**config.mk**
```make
export PLATFORM = sky130hd
export DESIGN_NAME = spi_master_flat
export DESIGN_NICKNAME = d
export VERILOG_FILES = /design/src/rtl/spi_master_if.sv /design/src/rtl/spi_master.sv /design/src/flat_wrapper.sv
export SDC_FILE = /design/constraint.sdc
export NUM_CORES = 1
export LEC_CHECK = 0
export BUFFER_PORTS_ARGS = -buffer_cell sky130_fd_sc_hd__buf_4
export CAP_MARGIN = 5
export CELL_PAD_IN_SITES_DETAIL_PLACEMENT = 0
export CELL_PAD_IN_SITES_GLOBAL_PLACEMENT = 2
export CORE_MARGIN = 1.5
export CORE_UTILIZATION = 33
export DETAILED_ROUTE_END_ITERATION = 6
export PLACE_DENSITY = 0.74
export SETUP_SLACK_MARGIN = 0.5
export SYNTH_ARGS = -nofsm -noshare
export SYNTH_HDL_FRONTEND = slang
export SYNTH_SLANG_ARGS = --single-unit
```
**constraint.sdc**
```tcl
create_clock -name clk -period 1.95 [get_ports clk]
set_clock_uncertainty 0.1 [all_clocks]
set_input_delay 0.0975 -clock clk [delete_from_list [all_inputs] [get_ports clk]]
set_output_delay 0.0975 -clock clk [all_outputs]
set_load 0.03 [all_outputs]
```
**src/rtl/spi_master_if.sv**
```systemverilog
// spi_master_if: host/SPI bundle for spi_master; seq_err exists only with SPI_MASTER_SEQ_CHK_EN.
interface spi_master_if #(
  parameter int ADDR_SIZE = 8
);
  logic                 start;
  logic [ADDR_SIZE+1:0] cmd_data;
  logic                 busy;
  logic                 done;
  logic [ADDR_SIZE-1:0] rd_data;
  logic                 SS_n;
  logic                 MOSI;
  logic                 MISO;
`ifdef SPI_MASTER_SEQ_CHK_EN
  logic                 seq_err;
`endif
  modport master (
    input  start, cmd_data, MISO,
    output busy, done, rd_data, SS_n,
`ifdef SPI_MASTER_SEQ_CHK_EN
    seq_err,
`endif
    MOSI
  );
  modport slave (
    output start, cmd_data, MISO,
    input  busy, done, rd_data, SS_n,
`ifdef SPI_MASTER_SEQ_CHK_EN
    seq_err,
`endif
    MOSI
  );
endinterface

```
**src/rtl/spi_master.sv**
```systemverilog
// spi_master: shifts ADDR_SIZE+2-bit command frames MSB-first, reads back data on cmd 11; SPI_MASTER_SEQ_CHK_EN adds seq_err.
module spi_master #(
  parameter int MEM_DEPTH = 256,
  parameter int RD_GAP    = 2
) (
  input logic          clk,
  input logic          rst,
  spi_master_if.master bus
);
  localparam int ADDR_SIZE = $clog2(MEM_DEPTH);
  localparam int FW        = ADDR_SIZE + 2;
  localparam int CW        = ($clog2(FW) > 4) ? $clog2(FW) : 4;
  typedef enum logic [2:0] {IDLE, SHIFT, GAP, READ, END} state_t;
  state_t               state_q;
  logic [CW-1:0]        cnt_q;
  logic [FW-1:0]        sr_q;
  logic [1:0]           cmd_q;
  logic [ADDR_SIZE-1:0] rx_q, rd_data_q, rx_d;
  logic                 ss_n_q, mosi_q, busy_q, done_q;
  assign rx_d = {rx_q[ADDR_SIZE-2:0], bus.MISO};
  always_ff @(posedge clk) begin
    if (rst) begin
      state_q   <= IDLE;
      cnt_q     <= '0;
      sr_q      <= '0;
      cmd_q     <= '0;
      rx_q      <= '0;
      rd_data_q <= '0;
      ss_n_q    <= 1'b1;
      mosi_q    <= 1'b0;
      busy_q    <= 1'b0;
      done_q    <= 1'b0;
    end else begin
      done_q <= 1'b0;
      case (state_q)
        IDLE: if (bus.start) begin
          state_q <= SHIFT;
          sr_q    <= {bus.cmd_data[FW-2:0], 1'b0};
          cmd_q   <= bus.cmd_data[FW-1:FW-2];
          mosi_q  <= bus.cmd_data[FW-1];
          ss_n_q  <= 1'b0;
          busy_q  <= 1'b1;
          cnt_q   <= '0;
        end
        SHIFT: begin
          if (cnt_q == CW'(FW - 1)) begin
            cnt_q  <= '0;
            mosi_q <= 1'b0;
            if (cmd_q == 2'b11) state_q <= GAP;
            else begin
              state_q <= END;
              ss_n_q  <= 1'b1;
              done_q  <= 1'b1;
            end
          end else begin
            cnt_q  <= cnt_q + CW'(1);
            mosi_q <= sr_q[FW-1];
            sr_q   <= {sr_q[FW-2:0], 1'b0};
          end
        end
        GAP: begin
          cnt_q   <= (cnt_q == CW'(RD_GAP - 1)) ? '0 : cnt_q + CW'(1);
          state_q <= (cnt_q == CW'(RD_GAP - 1)) ? READ : GAP;
        end
        READ: begin
          rx_q <= rx_d;
          if (cnt_q == CW'(ADDR_SIZE - 1)) begin
            state_q   <= END;
            ss_n_q    <= 1'b1;
            done_q    <= 1'b1;
            rd_data_q <= rx_d;
            cnt_q     <= '0;
          end else cnt_q <= cnt_q + CW'(1);
        end
        END: begin
          state_q <= IDLE;
          busy_q  <= 1'b0;
        end
        default: state_q <= IDLE;
      endcase
    end
  end
  assign bus.SS_n    = ss_n_q;
  assign bus.MOSI    = mosi_q;
  assign bus.busy    = busy_q;
  assign bus.done    = done_q;
  assign bus.rd_data = rd_data_q;
`ifdef SPI_MASTER_SEQ_CHK_EN
  logic       prev_v_q, armed_q, seq_err_q, seq_bad, fin;
  logic [1:0] prev_q;
  // fin mirrors the FSM edges that enter END, so seq_err lines up with done
  assign fin     = (state_q == SHIFT && cnt_q == CW'(FW - 1) && cmd_q != 2'b11) ||
                   (state_q == READ && cnt_q == CW'(ADDR_SIZE - 1));
  assign seq_bad = (cmd_q == 2'b01 && !(prev_v_q && prev_q == 2'b00)) ||
                   (cmd_q == 2'b11 && !armed_q);
  always_ff @(posedge clk) begin
    if (rst) begin
      prev_v_q  <= 1'b0;
      prev_q    <= 2'b00;
      armed_q   <= 1'b0;
      seq_err_q <= 1'b0;
    end else begin
      seq_err_q <= fin && seq_bad;
      if (state_q == END) begin
        prev_v_q <= 1'b1;
        prev_q   <= cmd_q;
        armed_q  <= (cmd_q == 2'b10) ? 1'b1 : (cmd_q == 2'b11) ? 1'b0 : armed_q;
      end
    end
  end
  assign bus.seq_err = seq_err_q;
`endif
endmodule

```
**src/flat_wrapper.sv**
```systemverilog
// flat-port wrapper written by rule: the top's interface ports become plain ports
module spi_master_flat 
#(
  parameter int MEM_DEPTH = 256,
  parameter int RD_GAP    = 2
)
  (clk, rst, bus_start, bus_cmd_data, bus_MISO, bus_busy, bus_done, bus_rd_data, bus_SS_n, bus_MOSI);
  spi_master_if #(.ADDR_SIZE(8)) bus_i ();
  input logic clk;
  input logic rst;
  input wire logic [$bits(bus_i.start)-1:0] bus_start;
  input wire logic [$bits(bus_i.cmd_data)-1:0] bus_cmd_data;
  input wire logic [$bits(bus_i.MISO)-1:0] bus_MISO;
  output wire logic [$bits(bus_i.busy)-1:0] bus_busy;
  output wire logic [$bits(bus_i.done)-1:0] bus_done;
  output wire logic [$bits(bus_i.rd_data)-1:0] bus_rd_data;
  output wire logic [$bits(bus_i.SS_n)-1:0] bus_SS_n;
  output wire logic [$bits(bus_i.MOSI)-1:0] bus_MOSI;
  assign bus_i.start = bus_start;
  assign bus_i.cmd_data = bus_cmd_data;
  assign bus_i.MISO = bus_MISO;
  assign bus_busy = bus_i.busy;
  assign bus_done = bus_i.done;
  assign bus_rd_data = bus_i.rd_data;
  assign bus_SS_n = bus_i.SS_n;
  assign bus_MOSI = bus_i.MOSI;
  spi_master #(.MEM_DEPTH(MEM_DEPTH), .RD_GAP(RD_GAP)) u_core (.clk(clk), .rst(rst), .bus(bus_i));
endmodule
```
Word-level counts from Yosys, hierarchy flattened
Cells that the tools add are included.
{"block": "classes", "add_sub_neg": 1, "eq_ne": 13, "muxes": 28, "reduce_logical": 13}
{"operator": "two-way mux 10 bit", "n": 2}
{"operator": "one-hot mux 10 bit (2 select lines)", "n": 1}
{"operator": "two-way mux 4 bit", "n": 4}
{"operator": "one-hot mux 4 bit (4 select lines)", "n": 1}
{"operator": "two-way mux 3 bit", "n": 4}
{"operator": "one-hot mux 3 bit (4 select lines)", "n": 1}
{"operator": "two-way mux 1 bit", "n": 11}
{"operator": "AND reduction 2 bit", "n": 5}
{"operator": "== test 3 x 2 -> 1 bit, second input constant", "n": 2}
{"operator": "inequality test 2 bit, second input constant", "n": 3}
{"operator": "one-hot mux 1 bit (2 select lines)", "n": 3}
{"operator": "AND reduction 3 bit", "n": 2}
{"operator": "AND reduction 5 bit", "n": 1}
{"operator": "adder 4 x 1 -> 4 bit, second input constant", "n": 1}
{"operator": "== test 4 x 1 -> 1 bit, second input constant", "n": 1}
{"operator": "== test 4 x 3 -> 1 bit, second input constant", "n": 1}
{"operator": "== test 4 bit, second input constant", "n": 1}
{"operator": "inequality test 2 x 1 -> 1 bit, second input constant", "n": 2}
{"operator": "nonzero test 2 bit", "n": 2}
{"operator": "nonzero test 4 bit", "n": 1}
{"operator": "== test 3 x 1 -> 1 bit, second input constant", "n": 1}
{"operator": "== test 3 bit, second input constant", "n": 1}
{"operator": "zero test 3 bit", "n": 1}
{"operator": "one-hot mux 1 bit (3 select lines)", "n": 1}
{"operator": "other kinds (2)", "n": 2}
{"block": "totals", "regBits": 38, "input_bits": 14, "output_inout_bits": 12, "word_cells": 65}

Logic depth before layout (Yosys ltp)
Gate-level depths: netlist of the first run.
{"block": "logic_depth", "ltp_word": 4, "mapped_depth": 7}

Least setup slack after synthesis of the first run
OpenSTA, ideal clock, no wires.
{"block": "synth_timing", "kind": "register to register", "from": "register u_core.state_q[2]", "to": "register u_core.sr_q[8]", "setup_ns": 0.079, "arrival_time_ns": 1.540, "setup_slack_ns": 0.231, "stages_incl_launch_ff": 8, "path_buffers": 3, "period_less_slack_ns": 1.719, "cell_sequence": "dfxtp_1 -> buf_6 -> or3b_1 -> buf_6 -> o21ai_4 -> buf_6 -> nor2_1 -> a211oi_2"}
{"block": "synth_between", "elab_chain_cells": 3, "elab_cells_between_ends": 7, "cone_classes": "3 x eq/ne; 1 x mux; 3 x reduce/logical"}
{"element": "start: declaration", "line_no": "spi_master.sv:14", "source": "state_t state_q;"}
{"element": "start signal: assignment", "line_no": "spi_master.sv:63", "source": "state_q <= (cnt_q == CW'(RD_GAP - 1)) ? READ : GAP;"}
{"element": "== test 3 x 1 -> 1 bit / zero test 3 bit (equally long branches)", "line_no": "spi_master.sv:35", "source": "case (state_q)"}
{"element": "inequality test 2 bit (no source line) / nonzero test 2 bit (equally long branches)"}
{"element": "AND reduction 3 bit (no source line)"}
{"element": "end signal: assignment", "line_no": "spi_master.sv:38", "source": "sr_q <= {bus.cmd_data[FW-2:0], 1'b0};"}
{"element": "end signal: assignment", "line_no": "spi_master.sv:58", "source": "sr_q <= {sr_q[FW-2:0], 1'b0};"}
{"element": "end: declaration", "line_no": "spi_master.sv:16", "source": "logic [FW-1:0] sr_q;"}
Several ways; a longest one is shown, not always the timed one.
A chain may end at the register's enable or synchronous reset.

Final worst setup path of the first run
{"block": "layout_timing", "from": "register u_core.cnt_q[1]", "to": "register u_core.sr_q[6]"}
{"block": "layout_between", "elab_chain_cells": 3}
{"element": "start: declaration", "line_no": "spi_master.sv:15", "source": "logic [CW-1:0] cnt_q;"}
{"element": "start signal: assignment", "line_no": "spi_master.sv:56", "source": "cnt_q <= cnt_q + CW'(1);"}
{"element": "start signal: assignment", "line_no": "spi_master.sv:62", "source": "cnt_q <= (cnt_q == CW'(RD_GAP - 1)) ? '0 : cnt_q + CW'(1);"}
{"element": "start signal: assignment", "line_no": "spi_master.sv:73", "source": "end else cnt_q <= cnt_q + CW'(1);"}
{"element": "== test 4 bit", "line_no": "spi_master.sv:46", "source": "if (cnt_q == CW'(FW - 1)) begin"}
{"element": "inequality test 2 bit (no source line)"}
{"element": "AND reduction 3 bit (no source line)"}
No other way between the ends.

==> flow_summary.json, run 1 <==
{
  "setup_tns_ps": 0,
  "r2r_cells": 8,
  "grt_max_degree": 38,
  "route.detailed.drc": 0,
  "via_per_inst": 4.914,
  "pin_count": 26,
  "first_global_vias": 1494,
  "power_switching_mw": 0.5044,
  "dr_wl_met3_microns": 155,
  "h-tree-depth": 2,
  "power_frac_clock": 0.354,
  "finalHoldViolCount": 0,
  "layout-drive-gt1-share": 0.3795,
  "antenna_left": 0,
  "r2r_setup_slack_ps": 330,
  "cts_buffers": 5,
  "drv_slew": 0,
  "p_sw_frac": 0.2677,
  "slowest_delay_ps": 360,
  "r2r-end": "u_core.sr_q[6]$_SDFFE_PP0P_",
  "die_area_sq_mm": 0.005336,
  "routed_wl_microns": 4114,
  "sequentialPowerShare": 0.445,
  "cpMaxStageDelayCell": "dfxtp_2",
  "cp-endpoint": "u_core.sr_q[6]$_SDFFE_PP0P_",
  "post_synth_num_cell_types": 37,
  "ctsRootBufferMaster": "clkbuf_8",
  "powerDensity_mw_per_mm2": 821.4,
  "worst_setup_path_end_kind": "flip-flop",
  "io_buffers": 25,
  "status": "completed",
  "fin_crit_sh": 0.8315,
  "num_vias": 1430,
  "syn-cell-area_sq_mm": 0.001619,
  "syn_to_final_growth_pct": 41.65,
  "cp.arrival_ps": 1690,
  "fin_crit_ps": 1621,
  "gp_congestion": 0.7383,
  "initial_core_util": 0.3428,
  "syn-num-nets": 193,
  "gr-usage-all-layers": 0.1655,
  "max_cap_viol_count": 0,
  "cp_max_fo": 6,
  "cts_tree": "built",
  "rows": 25,
  "cellInternalPower_mw": 1.379,
  "hold_path_class": "input pin to flip-flop",
  "dp_hpwl_microns": 2655,
  "rsz0062_at_grt": "true",
  "drt-met1-wl_microns": 1730,
  "fp.dieH_microns": 73.05,
  "diodes": 0,
  "die_w_microns": 73.05,
  "ys_ff_latch": 37,
  "clock_path_buffers": 2,
  "critPathLaunchType": "flip-flop",
  "wl_met2_microns": 2154,
  "clock-sinks": 37,
  "synth_seq_area_share": 0.4575,
  "cp-startpoint": "u_core.cnt_q[1]$_SDFFE_PP0P_",
  "relSlewSlack": 0.7154,
  "core-area_sq_mm": 0.004723,
  "critical_path_class": "flip-flop to flip-flop",
  "clk_latency_ps": 290,
  "wl_per_cell_microns": 14.14,
  "synth_area_per_cell_sq_um": 9.147,
  "synth-warning-count": 0,
  "antenna_found_initial": 0,
  "clock.fmax_ghz": 0.6167,
  "path_clk_slew_ps": 80,
  "fin_nets": 239,
  "min_from": "bus_start",
  "syn_inst": 177,
  "grt-ovfl-total": 0,
  "ir_drop_mv": 0.3548,
  "power_mw": 1.884,
  "highest_layer": "met4",
  "leakage_nw": 0.8985,
  "tightest_slew_ps": 426.8,
  "grt_pass1_wl_microns": 6617,
  "setup_viol": 0,
  "required_ps": 2020,
  "dr.pass1.iters": 4,
  "critical_path.cell_chain": "inv_2 > ha_4 > and3b_2 > o21ai_4 > buf_12 > buf_8 > buf_6 > a211oi_1",
  "drtIter0Drc": 27,
  "pwr-share-comb": 0.202,
  "reg2reg_from": "u_core.cnt_q[1]$_SDFFE_PP0P_"
}
==> power groups by stage <==
stage / clock (mW) / sequential (mW) / combinational [mW]
2_1_floorplan: 0 / 0.859 / 0.191
3_3_place_gp: 0 / 0.848 / 0.264
3_5_place_dp: 0 / 0.849 / 0.274
4_1_cts: 0.688 / 0.834 / 0.349
5_1_grt: 0.719 / 0.843 / 0.410
6_report: 0.666 / 0.838 / 0.380
==> flip-flops by register name (all words and copies together), names as in the netlist <==
signal,cells
u_core.state_q,3
u_core.cnt_q,4
u_core.cmd_q,2
u_core.rx_q,7
u_core.bus.rd_data,8
u_core.bus.SS_n,1
u_core.bus.MOSI,1
u_core.bus.busy,1
u_core.sr_q,9
u_core.bus.done,1
==> per-stage QoR <==
| step | hold slack [ps] | instance area [sq um] | cells | setup slack (ps) | utilization |
|---|---|---|---|---|---|
| 2_1_floorplan | 133.5 | 1663 | 177 | 273.4 | - |
| 3_3_place_gp | 251.3 | 1907 | 265 | 207.6 | 0.4037 |
| 3_5_place_dp | 271.8 | 1907 | 265 | 102.0 | 0.4037 |
| 4_1_cts | 46.92 | 2200 | 287 | 330.6 | 0.4657 |
| 5_1_grt | 70.07 | 2293 | 291 | 277.1 | 0.4856 |
| 6_report | 54.24 | 2293 | 291 | 328.5 | 0.4856 |
==> synthesized netlist by cell type, drive strengths merged <==
cell / instances / share of area
a41oi: 1 / 0.0054
nand2: 23 / 0.053
a22oi: 1 / 0.0046
or4b: 1 / 0.0062
inv: 4 / 0.0093
a21oi: 15 / 0.046
dfxtp: 37 / 0.46
a311oi: 3 / 0.016
clkbuf: 6 / 0.014
o211ai: 1 / 0.0046
and2: 1 / 0.0039
mux2i: 18 / 0.11
or2: 2 / 0.0077
nor3b: 1 / 0.0046
a22o: 1 / 0.0054
and3b: 2 / 0.012
nor3: 2 / 0.0062
a21o: 1 / 0.0046
nand3b: 3 / 0.014
or3b: 1 / 0.0054
a211oi: 10 / 0.053
o311ai: 1 / 0.0054
nor2b: 2 / 0.0077
nor2: 24 / 0.057
o21ai: 3 / 0.016
nor4b: 1 / 0.0054
and2b: 1 / 0.0046
nand3: 2 / 0.0062
buf: 6 / 0.032
a2bb2oi: 1 / 0.0054
ha: 2 / 0.015
==> final cells by class <==
cell class              instances  area [sq um]
multi-input cells             124         888.4
repair buffers                 51         444.2
well taps                      67         83.83
inverters                       4         15.01
flip-flops and latches         37         750.7
clock buffers                   6         72.57
clock inverters                 2         38.79
fillers                       460          2430
==> cells in the final DEF, fill, tap and decap left out, types with 5 or more instances in the layout <==
cell	count
buf_4	38
dfxtp_1	31
nand2_1	23
nor2_1	19
mux2i_1	18
a21oi_1	15
a211oi_2	7
buf_6	7
clkbuf_8	5
dfxtp_2	5
==> kinds of logic (layout without fill, tap and decap cells) <==
logic type,count (synthesis),count (layout),share of synthesized area
AND/OR/NAND/NOR,66,66,0.1940
multiplexers,18,18,0.1113
AO/OA/AOI/OAI,38,38,0.1669
adder cells (fa/ha/maj),2,2,0.01545
flip-flops,37,37,0.4575
buffers and inverters,16,63,0.05487
==> critical path, delay by kind of cell (launching register included) <==
kind / cells / cell delay, ps
compound gates: 2 / 250
fa+ha+maj: 1 / 160
buf+inv: 4 / 390
flops: 1 / 360
simple gates: 1 / 240
==> worst min path at each step <==
| stage | to | cells after the start | slack (ps) |
|---|---|---|---|
| 2_1_floorplan | u_core.cmd_q[0]$_SDFFE_PP0P_ | 2 | 130 |
| 3_3_place_gp | u_core.bus.rd_data[0]$_SDFFE_PP0N_ | 3 | 250 |
| 3_5_place_dp | u_core.cmd_q[0]$_SDFFE_PP0P_ | 3 | 270 |
| 4_1_cts | u_core.bus.busy$_SDFFE_PP0P_ | 3 | 50 |
| 5_1_grt | u_core.bus.busy$_SDFFE_PP0P_ | 3 | 70 |
| 6_report | u_core.bus.busy$_SDFFE_PP0P_ | 3 | 50 |
==> repair_timing <==
| action | CTS | global route |
|---|---|---|
| hold endpoints to repair | 4 | 0 |
| endpoints found under the setup margin | 26 | 28 |
| hold buffers | 3 | 0 |
| pin swaps | 10 | 8 |
| buffers inserted | 11 | 4 |
| resized for setup | 22 | 15 |
==> routing by layer <==
layer  global-route usage  up-vias
li1                     -      707
met5                    0        -
met1               0.1756      693
met2               0.3051       24
met4              0.06918        0
met3              0.04420        6
Power figures use the tool's default switching activity.
==> inputs of run 2 (changes only) <==
CORE_UTILIZATION = 30   (was 33)
PLACE_DENSITY = 0.71   (was 0.74)
clock period = 1.4 ns   (was 1.95 ns; I/O delays follow)
==> flow_summary.json, run 2 (same netlist as run 1, synthesis figures left out) <==
{
  "antenna_found_initial": 0,
  "syn_to_final_growth_pct": 57.26,
  "top_register": "u_core.sr_q",
  "status": "complete, but fails checks",
  "rows": 26,
  "powerDensity_mw_per_mm2": 962.4,
  "layout-drive-gt1-share": 0.5504,
  "fillers": 510,
  "rsz0062_at_grt": "true",
  "critPathLaunchType": "flip-flop",
  "h-tree-depth": 2,
  "ff_latch_area_sq_um": 764.5,
  "route.detailed.drc": 0,
  "setup_viol": 29,
  "ctsRootBufferMaster": "clkbuf_8",
  "core-area_sq_mm": 0.005140,
  "drtIter0Drc": 47,
  "num_vias": 1448,
  "setup_slack_ps": -205.6,
  "fp.dieH_microns": 76.47,
  "drv_slew": 0,
  "via_per_inst": 4.701,
  "final_common_cell": "buf_4",
  "wl_per_cell_microns": 12.84,
  "mostFrequentLayoutCells": "36 x buf_4, 21 x buf_6, 20 x dfxtp_1",
  "grt-ovfl-total": 0,
  "grt_pass1_wl_microns": 6603,
  "violations": "negative setup slack",
  "fin_nets": 253,
  "fin_crit_sh": 1.147,
  "finalHoldViolCount": 0,
  "stdcell_count": 308,
  "required_ps": 1510,
  "worst_setup_path_end_kind": "flip-flop",
  "path_clk_slew_ps": 70,
  "dr.pass1.iters": 4,
  "dp_hpwl_microns": 2627,
  "clk_latency_ps": 290,
  "critical_path_class": "flip-flop to flip-flop",
  "gp_congestion": 0.7405,
  "relSlewSlack": 0.7035,
  "cp.arrival_ps": 1710,
  "clock_path_buffers": 2,
  "tightest_slew_ps": 444.7,
  "max_cap_viol_count": 0,
  "hold_path_class": "input pin to flip-flop",
  "pin_count": 26,
  "routed_wl_microns": 3954,
  "cts_buffers": 5,
  "ir_drop_mv": 0.6950,
  "leakage_nw": 0.9997,
  "grt_max_degree": 38,
  "dp_slack_ps": -257.8,
  "cts_tree": "built",
  "fin_crit_ps": 1606,
  "die_area_sq_mm": 0.005847,
  "gr-usage-all-layers": 0.1426,
  "initial_core_util": 0.3150,
  "multi_input_area_sq_um": 969.7,
  "first_global_vias": 1451,
  "largest_reg_flops": 9,
  "cp_max_fo": 5,
  "die_w_microns": 76.47,
  "clock.fmax_ghz": 0.6228,
  "io_buffers": 25,
  "diodes": 0,
  "antenna_left": 0,
  "clock-sinks": 37,
  "dp_cells": 285
}
[run 2: changes by cell type in the layout (fill, tap and decap cells not counted), sizes merged]
cell / change
bufinv: -1
buf: +14
clkinv: +1
[run 2: path summary, 6_finish.rpt]
path | from | cells past startpoint | end | slack (ps)
worst min-delay path | bus_cmd_data[9] | 3 | u_core.bus.MOSI$_SDFFE_PP0P_ | 30
worst min register to register | u_core.rx_q[6]$_SDFFE_PP0N_ | 2 | u_core.rx_q[6]$_SDFFE_PP0N_ | 370
worst max register to register | u_core.state_q[0]$_SDFFE_PP0P_ | 6 | u_core.sr_q[7]$_SDFFE_PP0P_ | -210
worst max-delay path | u_core.state_q[0]$_SDFFE_PP0P_ | 6 | u_core.sr_q[7]$_SDFFE_PP0P_ | -210
[run 2: worst max-delay path, stage by stage (launching register included)]
cell and delay (ps):
dfxtp_2 330, or4b_4 560, o21ai_4 100, buf_6 140, buf_8 120, nor2_4 40
a211oi_2 140
[run 2: repair_timing]
| item | CTS | global route |
|---|---|---|
| setup endpoints to repair | 49 | 49 |
| resized for setup | 72 | 11 |
| hold buffers | 3 | 0 |
| cloned | 0 | 0 |
| pin swaps | 11 | 5 |
| buffers inserted | 9 | 3 |
| hold endpoints to repair | 4 | 0 |
[run 2: layout make-up]
class                           count  share of cell area
Multi-Input combinational cell    124              0.3808
Inverter                            4            0.005897
Sequential cell                    37              0.3002
Clock buffer                        6             0.02850
Tap cell                           70             0.03440
Clock inverter                      2            0.003931
Timing Repair Buffer               65              0.2462
[run 2: per-stage QoR]
stage	TNS [ps]	utilization	hold slack, ps	total power, mW	instance area [sq um]
after global routing	-5656	0.4954	47.59	2.585	2546
after floorplan	-3429	-	106.0	1.464	1682
after global placement	-4044	0.4031	220.4	1.596	2072
after detailed placement	-4736	0.4031	231.0	1.606	2072
after CTS	-3938	0.4786	22.47	2.447	2460
final	-3820	0.4954	30.44	2.451	2546
[run 2: where the power goes]
group	internal (mW)	total [mW]	switching, mW
Clock	0.345	0.707	0.362
Sequential	1.12	1.17	0.0451
Combinational	0.306	0.578	0.272
Total	1.77	2.45	0.679
[run 2: metal layers]
metal | vias to the layer above | share of wire | global-route usage
li1 | 738 | - | -
met1 | 679 | 0.44 | 0.1685
met2 | 22 | 0.51 | 0.2464
met3 | 9 | 0.032 | 0.03473
met4 | 0 | 0.018 | 0.05741
met5 | - | 0 | 0
